**config.mk**
```make
export PLATFORM = sky130hd
export DESIGN_NAME = pad_serializer
export DESIGN_NICKNAME = d
export VERILOG_FILES = /design/src/rtl/pad_serializer_pkg.sv /design/src/rtl/pad_serializer_sync_edge.sv /design/src/rtl/pad_serializer.sv
export SDC_FILE = /design/constraint.sdc
export NUM_CORES = 1
export LEC_CHECK = 0
export CAP_MARGIN = 15
export CORE_MARGIN = 4
export CORE_UTILIZATION = 50
export DETAILED_ROUTE_END_ITERATION = 10
export GPL_ROUTABILITY_DRIVEN = 1
export GPL_TIMING_DRIVEN = 0
export PLACE_DENSITY = 0.79
export SLEW_MARGIN = 20
export SYNTH_ARGS = -nofsm -noshare
export SYNTH_HDL_FRONTEND = slang
export SYNTH_SLANG_ARGS = --single-unit
```
**constraint.sdc**
```tcl
create_clock -name clk -period 1.7 [get_ports clk]
set_input_delay 0.255 -clock clk [delete_from_list [all_inputs] [get_ports clk]]
set_output_delay 0.255 -clock clk [all_outputs]
set_load 0.005 [all_outputs]
```
**src/rtl/pad_serializer_pkg.sv**
```systemverilog
// rtl/pad_serializer_pkg.sv - shared button indices, FSM states and keycode defaults for pad_serializer
package pad_serializer_pkg;

  localparam int BTN_A      = 0;
  localparam int BTN_B      = 1;
  localparam int BTN_SELECT = 2;
  localparam int BTN_START  = 3;
  localparam int BTN_UP     = 4;
  localparam int BTN_DOWN   = 5;
  localparam int BTN_LEFT   = 6;
  localparam int BTN_RIGHT  = 7;

  localparam logic [7:0] DEF_KEY_A      = 8'h1B;
  localparam logic [7:0] DEF_KEY_B      = 8'h1D;
  localparam logic [7:0] DEF_KEY_SELECT = 8'h2B;
  localparam logic [7:0] DEF_KEY_START  = 8'h28;
  localparam logic [7:0] DEF_KEY_UP     = 8'h52;
  localparam logic [7:0] DEF_KEY_DOWN   = 8'h51;
  localparam logic [7:0] DEF_KEY_LEFT   = 8'h50;
  localparam logic [7:0] DEF_KEY_RIGHT  = 8'h4F;

  typedef enum logic {
    LOAD  = 1'b0,
    SHIFT = 1'b1
  } pad_state_t;

  // True when any of the four packed slots holds key; an empty slot (8'h00) never counts.
  function automatic logic key_hit(input logic [31:0] slots, input logic [7:0] key);
    logic hit;
    hit = 1'b0;
    for (int i = 0; i < 4; i++) begin
      if ((slots[i*8 +: 8] != 8'h00) && (slots[i*8 +: 8] == key)) begin
        hit = 1'b1;
      end
    end
    return hit;
  endfunction

endpackage

```
**src/rtl/pad_serializer_sync_edge.sv**
```systemverilog
// rtl/pad_serializer_sync_edge.sv - two-flop synchronizer with a third flop for edge detection
module pad_serializer_sync_edge (
  input  logic clk,
  input  logic rst,
  input  logic din,
  output logic level,
  output logic rise,
  output logic fall
);

  logic s1;
  logic s2;
  logic s3;

  // Bring the asynchronous port signal into clk and keep one extra stage of history.
  always_ff @(posedge clk) begin
    if (rst) begin
      s1 <= 1'b0;
      s2 <= 1'b0;
      s3 <= 1'b0;
    end else begin
      s1 <= din;
      s2 <= s1;
      s3 <= s2;
    end
  end

  assign level = s2;
  assign rise  = s2 && !s3;
  assign fall  = !s2 && s3;

endmodule

```
**src/rtl/pad_serializer.sv**
```systemverilog
// rtl/pad_serializer.sv - NES controller emulation: HID keycodes to 4021-style serial pad
module pad_serializer
  import pad_serializer_pkg::*;
#(
  parameter logic [7:0] KEY_A      = DEF_KEY_A,
  parameter logic [7:0] KEY_B      = DEF_KEY_B,
  parameter logic [7:0] KEY_SELECT = DEF_KEY_SELECT,
  parameter logic [7:0] KEY_START  = DEF_KEY_START,
  parameter logic [7:0] KEY_UP     = DEF_KEY_UP,
  parameter logic [7:0] KEY_DOWN   = DEF_KEY_DOWN,
  parameter logic [7:0] KEY_LEFT   = DEF_KEY_LEFT,
  parameter logic [7:0] KEY_RIGHT  = DEF_KEY_RIGHT,
  parameter int         TURBO_DIV  = 18
) (
  input  logic        clk,
  input  logic        rst,
  input  logic [31:0] keycodes,
  input  logic [1:0]  turbo_en,
  input  logic        pad_latch,
  input  logic        pad_clk,
  output logic        pad_data,
  output logic [7:0]  buttons
);

  logic [7:0]           pressed;
  logic [7:0]           btn_next;
  logic [TURBO_DIV-1:0] turbo_cnt;
  logic                 turbo_phase;

  logic       latch_s;
  logic       latch_rise_unused;
  logic       latch_fall;
  logic       clk_level_unused;
  logic       clk_rise;
  logic       clk_fall_unused;

  pad_state_t state;
  pad_state_t state_next;
  logic [7:0] shift_reg;
  logic [7:0] shift_next;
  logic [3:0] bit_cnt;
  logic [3:0] cnt_next;
  logic       data_next;

  assign turbo_phase = turbo_cnt[TURBO_DIV-1];

  // Decode keycodes into raw buttons, cancel opposing directions, then apply turbo gating.
  always_comb begin
    pressed             = 8'h00;
    pressed[BTN_A]      = key_hit(keycodes, KEY_A);
    pressed[BTN_B]      = key_hit(keycodes, KEY_B);
    pressed[BTN_SELECT] = key_hit(keycodes, KEY_SELECT);
    pressed[BTN_START]  = key_hit(keycodes, KEY_START);
    pressed[BTN_UP]     = key_hit(keycodes, KEY_UP);
    pressed[BTN_DOWN]   = key_hit(keycodes, KEY_DOWN);
    pressed[BTN_LEFT]   = key_hit(keycodes, KEY_LEFT);
    pressed[BTN_RIGHT]  = key_hit(keycodes, KEY_RIGHT);
    btn_next = pressed;
    if (pressed[BTN_UP] && pressed[BTN_DOWN]) begin
      btn_next[BTN_UP]   = 1'b0;
      btn_next[BTN_DOWN] = 1'b0;
    end
    if (pressed[BTN_LEFT] && pressed[BTN_RIGHT]) begin
      btn_next[BTN_LEFT]  = 1'b0;
      btn_next[BTN_RIGHT] = 1'b0;
    end
    if (turbo_en[0]) btn_next[BTN_A] = pressed[BTN_A] && turbo_phase;
    if (turbo_en[1]) btn_next[BTN_B] = pressed[BTN_B] && turbo_phase;
  end

  // Live button register and free-running turbo phase counter.
  always_ff @(posedge clk) begin
    if (rst) begin
      buttons   <= 8'h00;
      turbo_cnt <= '0;
    end else begin
      buttons   <= btn_next;
      turbo_cnt <= turbo_cnt + {{(TURBO_DIV-1){1'b0}}, 1'b1};
    end
  end

  pad_serializer_sync_edge u_latch_sync (
    .clk   (clk),
    .rst   (rst),
    .din   (pad_latch),
    .level (latch_s),
    .rise  (latch_rise_unused),
    .fall  (latch_fall)
  );

  pad_serializer_sync_edge u_clk_sync (
    .clk   (clk),
    .rst   (rst),
    .din   (pad_clk),
    .level (clk_level_unused),
    .rise  (clk_rise),
    .fall  (clk_fall_unused)
  );

  // Shifter next state: a high latch always reloads and wins over a coincident shift pulse.
  always_comb begin
    state_next = state;
    shift_next = shift_reg;
    cnt_next   = bit_cnt;
    data_next  = pad_data;
    if (latch_s) begin
      state_next = LOAD;
      shift_next = buttons;
      cnt_next   = 4'd0;
      data_next  = buttons[BTN_A];
    end else begin
      case (state)
        LOAD: begin
          if (latch_fall) state_next = SHIFT;
        end
        SHIFT: begin
          if (clk_rise && (bit_cnt != 4'd8)) begin
            shift_next = {1'b1, shift_reg[7:1]};
            cnt_next   = bit_cnt + 4'd1;
            data_next  = shift_reg[1];
          end
        end
        default: state_next = LOAD;
      endcase
    end
  end

  // Shifter state register.
  always_ff @(posedge clk) begin
    if (rst) begin
      state     <= LOAD;
      shift_reg <= 8'h00;
      bit_cnt   <= 4'd0;
      pad_data  <= 1'b0;
    end else begin
      state     <= state_next;
      shift_reg <= shift_next;
      bit_cnt   <= cnt_next;
      pad_data  <= data_next;
    end
  end

endmodule

```
Word-level counts from Yosys, hierarchy flattened
Index checks and enable logic that the tools add are counted.

$add $sub $neg: 2. Multipliers: 0. Divide/modulo/power cells: 0. Magnitude comparators: 0. Eq/ne operators: 33. Shifts and indexed selects: 0. Muxes and demuxes: 42. Bitwise gates (word level): 0. Reduce and logical (&&, ||, !) cells: 52.

Operators with widths (count): 8-bit by 7-bit == test with 1-bit output (second input constant) (16); 8-bit by 5-bit == test with 1-bit output (second input constant) (8); 8-bit by 6-bit == test with 1-bit output (second input constant) (8); 1-bit logical AND (39); 1-bit two-way mux (39); 8-bit nonzero test (4); 8-bit two-way mux (3); 18-bit by 1-bit adder with 18-bit output (second input constant) (1); 2-bit OR reduction (3); 4-bit by 1-bit adder with 4-bit output (second input constant) (1); 4-bit != test (second input constant) (1); 2-bit AND reduction (2); 2-bit nonzero test (2); 1-bit logical NOT (2).

Flip-flop bits (word level): 46. Bits in latches: 0. Memory bits (writable): 0. Memory bits (read-only): 0. Input bits: 38. Output and inout port bits: 9. Memories kept: 0.

Logic depth before layout (Yosys ltp)
Gate-level depths: netlist of the first run.

Depth in word-level cells: 8. Mapped depth: 7. Mapped depth without buffers: 6.

Hierarchy
From an unflattened synthesis of the first run, not the netlist that was laid out.

Cells, all modules: 258. Area total of the unflattened synthesis: 2301.0 µm².

By module, submodules not included: pad_serializer (instances 1, cells an instance 242, area each 2118.3 µm², sequential area each 780.7 µm²); pad_serializer_sync_edge (instances 2, cells an instance 8, area each 91.3 µm², sequential area each 60.1 µm²).

Worst setup path before layout of the first run
Ideal clock, no wire load.

Path kind: register -> register. Start point: reg turbo_cnt[5]. End point: reg turbo_cnt[17]. Setup time: 0.071 ns. Arrival: 1.485 ns. Slack: 0.144 ns. Stages on the path, launching flop included: 5. Buffers on the path: 0. Cells stage by stage: dfxtp_1 nand4_1 or4_4 or3_1 a21oi_1.

Cells in the longest elaborated chain, start to end: 1.

Ends and longest elaborated chain: start: declaration (line pad_serializer.sv:27) `logic [TURBO_DIV-1:0] turbo_cnt;`; start signal: assignment (line pad_serializer.sv:78) `turbo_cnt <= turbo_cnt + {{(TURBO_DIV-1){1'b0}}, 1'b1};`; 18-bit by 1-bit adder with 18-bit output (line pad_serializer.sv:78).

No other way between the ends. A chain may end at the register's enable or synchronous reset.

Worst setup path in the final report of the first run
Start point: reg turbo_cnt[4]. End point: reg turbo_cnt[17].

Same word-level chain as after synthesis.

==> results of run 1 <==
-- per-layer routing --
| metal | vias to the layer above | global-route usage, % | part of all wire [%] | wire length [um] |
|---|---|---|---|---|
| li1 | 1030 | - | - | - |
| met1 | 890 | 25.7 | 48 | 2340 |
| met2 | 51 | 29.8 | 46 | 2240 |
| met3 | 5 | 3.78 | 4.9 | 236 |
| met4 | 0 | 4.74 | 1.0 | 50 |
| met5 | - | 0 | 0 | 0 |
-- metrics by stage --
stage | setup TNS, ps | hold WS, ps
2_1_floorplan | 0 | 383
3_3_place_gp | -1910 | 419
3_5_place_dp | -1900 | 425
4_1_cts | 0 | 391
5_1_grt | 0 | 423
6_report | 0 | 384
-- power by group --
part           internal (mW)  switching (mW)
combinational          0.124          0.0953
sequential              1.08          0.0160
clock                  0.291           0.343
-- worst min-delay path, delay by kind of cell --
| kind | cells | cell delay [ps] |
|---|---|---|
| mux | 1 | 140 |
| buf+inv | 1 | 150 |
| simple gates | 1 | 110 |
-- how the worst min path moves through the flow --
| stage | from | to | slack [ps] | cells after the start |
|---|---|---|---|---|
| after global placement | u_clk_sync.s1 | u_clk_sync.level | 420 | 1 |
| after floorplan | pad_clk | u_clk_sync.s1 | 380 | 1 |
| final | rst | turbo_cnt[11] | 380 | 3 |
| after detailed placement | u_latch_sync.s1 | u_latch_sync.level | 430 | 1 |
| after global routing | rst | turbo_cnt[11] | 420 | 3 |
| after CTS | rst | turbo_cnt[11] | 390 | 3 |
-- repair_timing --
action,4_1_cts,5_1_grt
gates resized for setup,2,14
setup buffers,0,0
pin swaps,2,0
endpoints found under the setup margin,2,13
endpoints found under the hold margin,0,0
gates cloned,0,0
-- Yosys cell counts, types with 2 or more instances --
library cell | count | share of area, %
dfxtp_1 | 45 | 41
nor2_1 | 32 | 5.4
nand3_1 | 13 | 2.9
nand4_1 | 12 | 3.4
nor2b_1 | 11 | 3.1
nor3_1 | 10 | 2.3
nand2_1 | 9 | 1.5
xor2_1 | 9 | 3.6
nor4_1 | 8 | 2.3
a211oi_1 | 7 | 2.4
a21oi_1 | 7 | 1.6
mux2i_1 | 7 | 3.2
clkbuf_1 | 6 | 1.0
inv_1 | 6 | 1.0
xnor2_1 | 6 | 2.4
and4b_1 | 5 | 2.3
o21ai_0 | 5 | 1.1
a31oi_1 | 4 | 1.1
and4_1 | 4 | 1.6
nand2b_1 | 4 | 1.1
nand3b_1 | 4 | 1.4
a32oi_1 | 3 | 1.2
and2_1 | 3 | 0.85
ha_1 | 3 | 1.7
nor3b_1 | 3 | 1.0
nor4bb_1 | 3 | 1.4
and3_1 | 2 | 0.57
nand4b_1 | 2 | 0.79
nor4b_1 | 2 | 0.79
or3_1 | 2 | 0.57
-- final cells by class --
type                       count  area, um^2
fill                         342        1300
multi-input combinational    193        1290
sequential                    45         908
timing repair buffer          45         450
clock buffer                   7        76.3
tap                           50        62.6
buffer                         7        30.0
inverter                       6        22.5
clock inverter                 1        7.51
-- cells by family after synthesis --
logic type,Yosys count,synth area share [%]
buf+inv,13,2.27
fa+ha+maj,3,1.70
simple gates,136,36.3
flops,45,40.8
compound gates,31,9.35
mux,8,3.68
xor+xnor,15,5.95
-- cell usage in the layout (no fill, tap or decap), types with 7 or more instances in the layout --
cell type         n
dfxtp_1          39
nor2b_1          11
nand4_1          12
nor4_1            8
a21oi_1           7
nand2_1           9
nor2_1           32
xor2_1            9
nor3_1           10
mux2i_1           7
a211oi_1          7
clkbuf_1          8
clkdlybuf4s50_1  45
nand3_1          12
==> impl_metrics.json, run 1 <==
{
  "status": "finished, final reports clean",
  "path_cells": "nand3_2, or4_4, or3_1, a21oi_1",
  "crit_family": "simple AND/OR/NAND/NOR gates",
  "clock_sinks": 45,
  "syn_to_final_growth_pct": 28.9,
  "r2r_slack_ps": 60,
  "final_cell_area_mm2": 0.00285,
  "rows": 23,
  "slowest_stage": "or4_4",
  "min_period_ps": 1640,
  "synth_edf_count": 0,
  "dr_total_vias": 1976,
  "slew_violations": 0,
  "r2r_end": "turbo_cnt[17]",
  "crit_start": "turbo_cnt[4]",
  "finClkSkew_ps": 6.23,
  "core_mm2": 0.00414,
  "vdd_drop_max_v": 0.000330,
  "finalHoldViolCount": 0,
  "ant_nets": 0,
  "slew_headroom_pct": 67.1,
  "grt_start_max_net_pins": 14,
  "holdBufCountCts": 0,
  "gp_congestion": 0.836,
  "worst_pin_slew_ps": 493,
  "grt_pass1_vias": 1830,
  "drive_above_1_share_pct": 8.22,
  "largest_reg_flops": 18,
  "synth_seq_cells": 45,
  "place_ws_ps": -422,
  "cts-buffers-inserted": 5,
  "ys.flop_type": "dfxtp_1",
  "port_buffers": 45,
  "vias_per_cell": 5.58,
  "insertion_delay_ps": 290,
  "criticalPathCategory": "register to register",
  "reg2reg_depth": 4,
  "finalCritPeriodShare_pct": 96.4,
  "yosysSeqAreaShare_pct": 40.8,
  "cts.root.buffer_cell": "clkbuf_8",
  "path_buf_inv": 0,
  "antenna_found_initial": 0,
  "drcViolationCount": 0,
  "path_depth": 4,
  "syn_nets": 292,
  "ys_types": 44,
  "cp-start-kind": "register",
  "grt_pass1_wl_mm": 8.09,
  "synth-async-reset-ratio_pct": 0,
  "crit_path_end": "turbo_cnt[17]",
  "wl_per_cell_um": 13.7,
  "ioPinCount": 47,
  "finalSetupViolCount": 0,
  "nNetsFinal": 344,
  "placedInstanceArea_mm2": 0.00272,
  "stdcell_count": 354,
  "fin_util_pct": 68.7,
  "syn_area_mm2": 0.00221,
  "cts.clk_slew.worst_paths_ps": 80,
  "start_util_pct": 53.3,
  "crit_path_max_incr_delay_ps": 540,
  "worst_slack_ps": 61.8,
  "tritoncts": "yes",
  "yosysWarnings": 0,
  "place_inst": 346,
  "synth.avg_cell_area_um2": 8.80,
  "dp_hpwl_mm": 3.82,
  "cp-end-kind": "register",
  "drtIter0Drc": 71,
  "grt-ovfl-total": 0,
  "clockBufferDepth": 2,
  "cp.arrival_ps": 1860,
  "drv_cap": 0,
  "cts.htree.levels": 2,
  "crit_required_ps": 1920,
  "dieHeight_um": 74.5,
  "crit_fanout": 5,
  "drt_first_pass_iters": 4,
  "track_usage_pct": 18.6,
  "min_path_type": "input pin to register",
  "antenna_cells": 0,
  "p_total_mw": 1.95,
  "p_leak_nw": 0.966,
  "rsz0062_at_grt": "true",
  "synth_cells": 251,
  "dieArea_mm2": 0.00554,
  "die_w_um": 74.5,
  "fmax_mhz": 610,
  "r2r-start": "turbo_cnt[4]",
  "powerDensity_mw_per_mm2": 683,
  "routed_wl_mm": 4.86
}
(Power assumes the default switching activity.)
==> run 2: changes to the inputs <==
SETUP_SLACK_MARGIN = 0.02   (was not set)
==> run 2 against run 1 <==
Compared with the run above: sequential share of layout area rose by 0.17 points; maximum frequency up 1.6%; sequential power barely moved; critical path depth rose by 1; register-to-register slack improved by 40 ps; die area stayed put; largest cell class unchanged.
==> impl_metrics.json, run 2 (synthesized netlist as in run 1, its figures left out) <==
{
  "vdd_drop_max_v": 0.000315,
  "stdcell_count": 354,
  "wl_per_cell_um": 13.8,
  "whs_endpoint": "turbo_cnt[11]",
  "final_cell_area_mm2": 0.00286,
  "final_common_cell": "clkdlybuf4s50_1",
  "cts-buffers-inserted": 5,
  "crit_fanout": 4,
  "track_usage_pct": 18.6,
  "cts.htree.levels": 2,
  "cp-start-kind": "input pin",
  "cp.arrival_ps": 1830,
  "status": "finished, final reports clean",
  "antenna_found_initial": 0,
  "vias_per_cell": 5.58,
  "clockBufferDepth": 2,
  "cts.clk_slew.worst_paths_ps": 80,
  "r2r-start": "turbo_cnt[2]",
  "dr_total_vias": 1976,
  "ioPinCount": 47,
  "cts.root.buffer_cell": "clkbuf_8",
  "drive_above_1_share_pct": 9.87,
  "fmax_mhz": 620,
  "rows": 23,
  "antenna_cells": 0,
  "drcViolationCount": 0,
  "drv_cap": 0,
  "min_path_type": "input pin to register",
  "criticalPathCategory": "input pin to register",
  "die_w_um": 74.5,
  "nNetsFinal": 344,
  "slew_violations": 0,
  "port_buffers": 45,
  "r2r_end": "turbo_cnt[17]",
  "use_met2_pct": 29.8,
  "finalSetupViolCount": 0,
  "grt_start_max_net_pins": 14,
  "met3_usage_pct": 3.78,
  "holdBufCountCts": 0,
  "ant_nets": 0,
  "placedInstanceArea_mm2": 0.00272,
  "post-cts-setup-buffers": 0,
  "worst_pin_slew_ps": 513,
  "crit_start": "keycodes[26]",
  "drt_first_pass_iters": 4,
  "powerDensity_mw_per_mm2": 676,
  "dieArea_mm2": 0.00554,
  "dp_hpwl_mm": 3.82,
  "reg2reg_depth": 4,
  "finalCritPeriodShare_pct": 94.8,
  "grt_pass1_wl_mm": 8.09,
  "worst_slack_ps": 87.9,
  "grt-ovfl-total": 0,
  "whs_ps": 389,
  "top_usage_layer": "met2",
  "drtIter0Drc": 78,
  "start_util_pct": 53.3,
  "syn_to_final_growth_pct": 29.6,
  "place_ws_ps": -422,
  "core_mm2": 0.00414,
  "finalHoldViolCount": 0,
  "insertion_delay_ps": 290,
  "gp_congestion": 0.836,
  "p_leak_nw": 0.969,
  "tritoncts": "yes",
  "min-delay-start": "rst",
  "slew_headroom_pct": 65.8,
  "place_inst": 346,
  "fin_util_pct": 69.1,
  "min_period_ps": 1610,
  "layout_common_cells": "45 x clkdlybuf4s50_1, 35 x dfxtp_1, 32 x nor2_1",
  "rsz0062_at_grt": "false",
  "crit_required_ps": 1910,
  "met1_usage_pct": 25.7,
  "clock_sinks": 45,
  "finClkSkew_ps": 6.80,
  "whs_path_depth": 3,
  "largest_reg_flops": 18,
  "cp-end-kind": "register",
  "routed_wl_mm": 4.89,
  "grt_pass1_vias": 1830,
  "dieHeight_um": 74.5,
  "r2r_slack_ps": 100
}
==> run 2: cell counts in the layout (fill, tap and decap cells not counted) <==
Identical to the previous run, type by type.
==> run 2: worst max-delay path by stage <==
| stage | endpoint | slack [ps] | cells after the start |
|---|---|---|---|
| after global placement | buttons[2] | -450 | 5 |
| after detailed placement | buttons[2] | -420 | 5 |
| after CTS | turbo_cnt[17] | 20 | 4 |
| after global routing | buttons[2] | 20 | 5 |
| after floorplan | turbo_cnt[17] | 140 | 4 |
| final | buttons[2] | 90 | 5 |
==> run 2: area by class of cell <==
cell class	count	area, um^2
clock inverter	1	7.51
timing repair buffer	45	450
fill	341	1280
multi-input combinational	193	1290
inverter	6	22.5
sequential	45	918
tap	50	62.6
buffer	7	30.0
clock buffer	7	76.3
==> run 2: worst max-delay path, stage by stage <==
cell	delay [ps]
clkdlybuf4s50_1	470
or4b_4	570
nor3b_2	230
a32oi_1	130
a31oi_1	170
==> run 2: what timing repair did <==
action                                  CTS  global route
cloned                                    0             0
gates resized for setup                   5            18
endpoints found under the setup margin    5            13
pin swaps                                 2             0
==> run 2: power breakdown <==
part	total, mW	internal, mW	leakage, nW	switching, mW
combinational	0.220	0.125	0.560	0.0959
sequential	1.09	1.07	0.370	0.0158
clock	0.624	0.291	0.0385	0.334
total	1.93	1.49	0.969	0.446
==> run 2: routing by layer <==
layer / wire, um / share of wire [%] / vias to the layer above
li1: - / - / 1026
met1: 2290 / 47 / 895
met2: 2290 / 47 / 50
met3: 247 / 5.1 / 5
met4: 50 / 1.0 / 0
met5: 0 / 0 / -
==> run 2: through the flow <==
| stage | TNS (ps) | total power [mW] |
|---|---|---|
| global placement | -1910 | 1.33 |
| finish | 0 | 1.93 |
| detailed placement | -1900 | 1.33 |
| global route | 0 | 2.02 |
| CTS | 0 | 1.95 |
| floorplan | 0 | 1.19 |
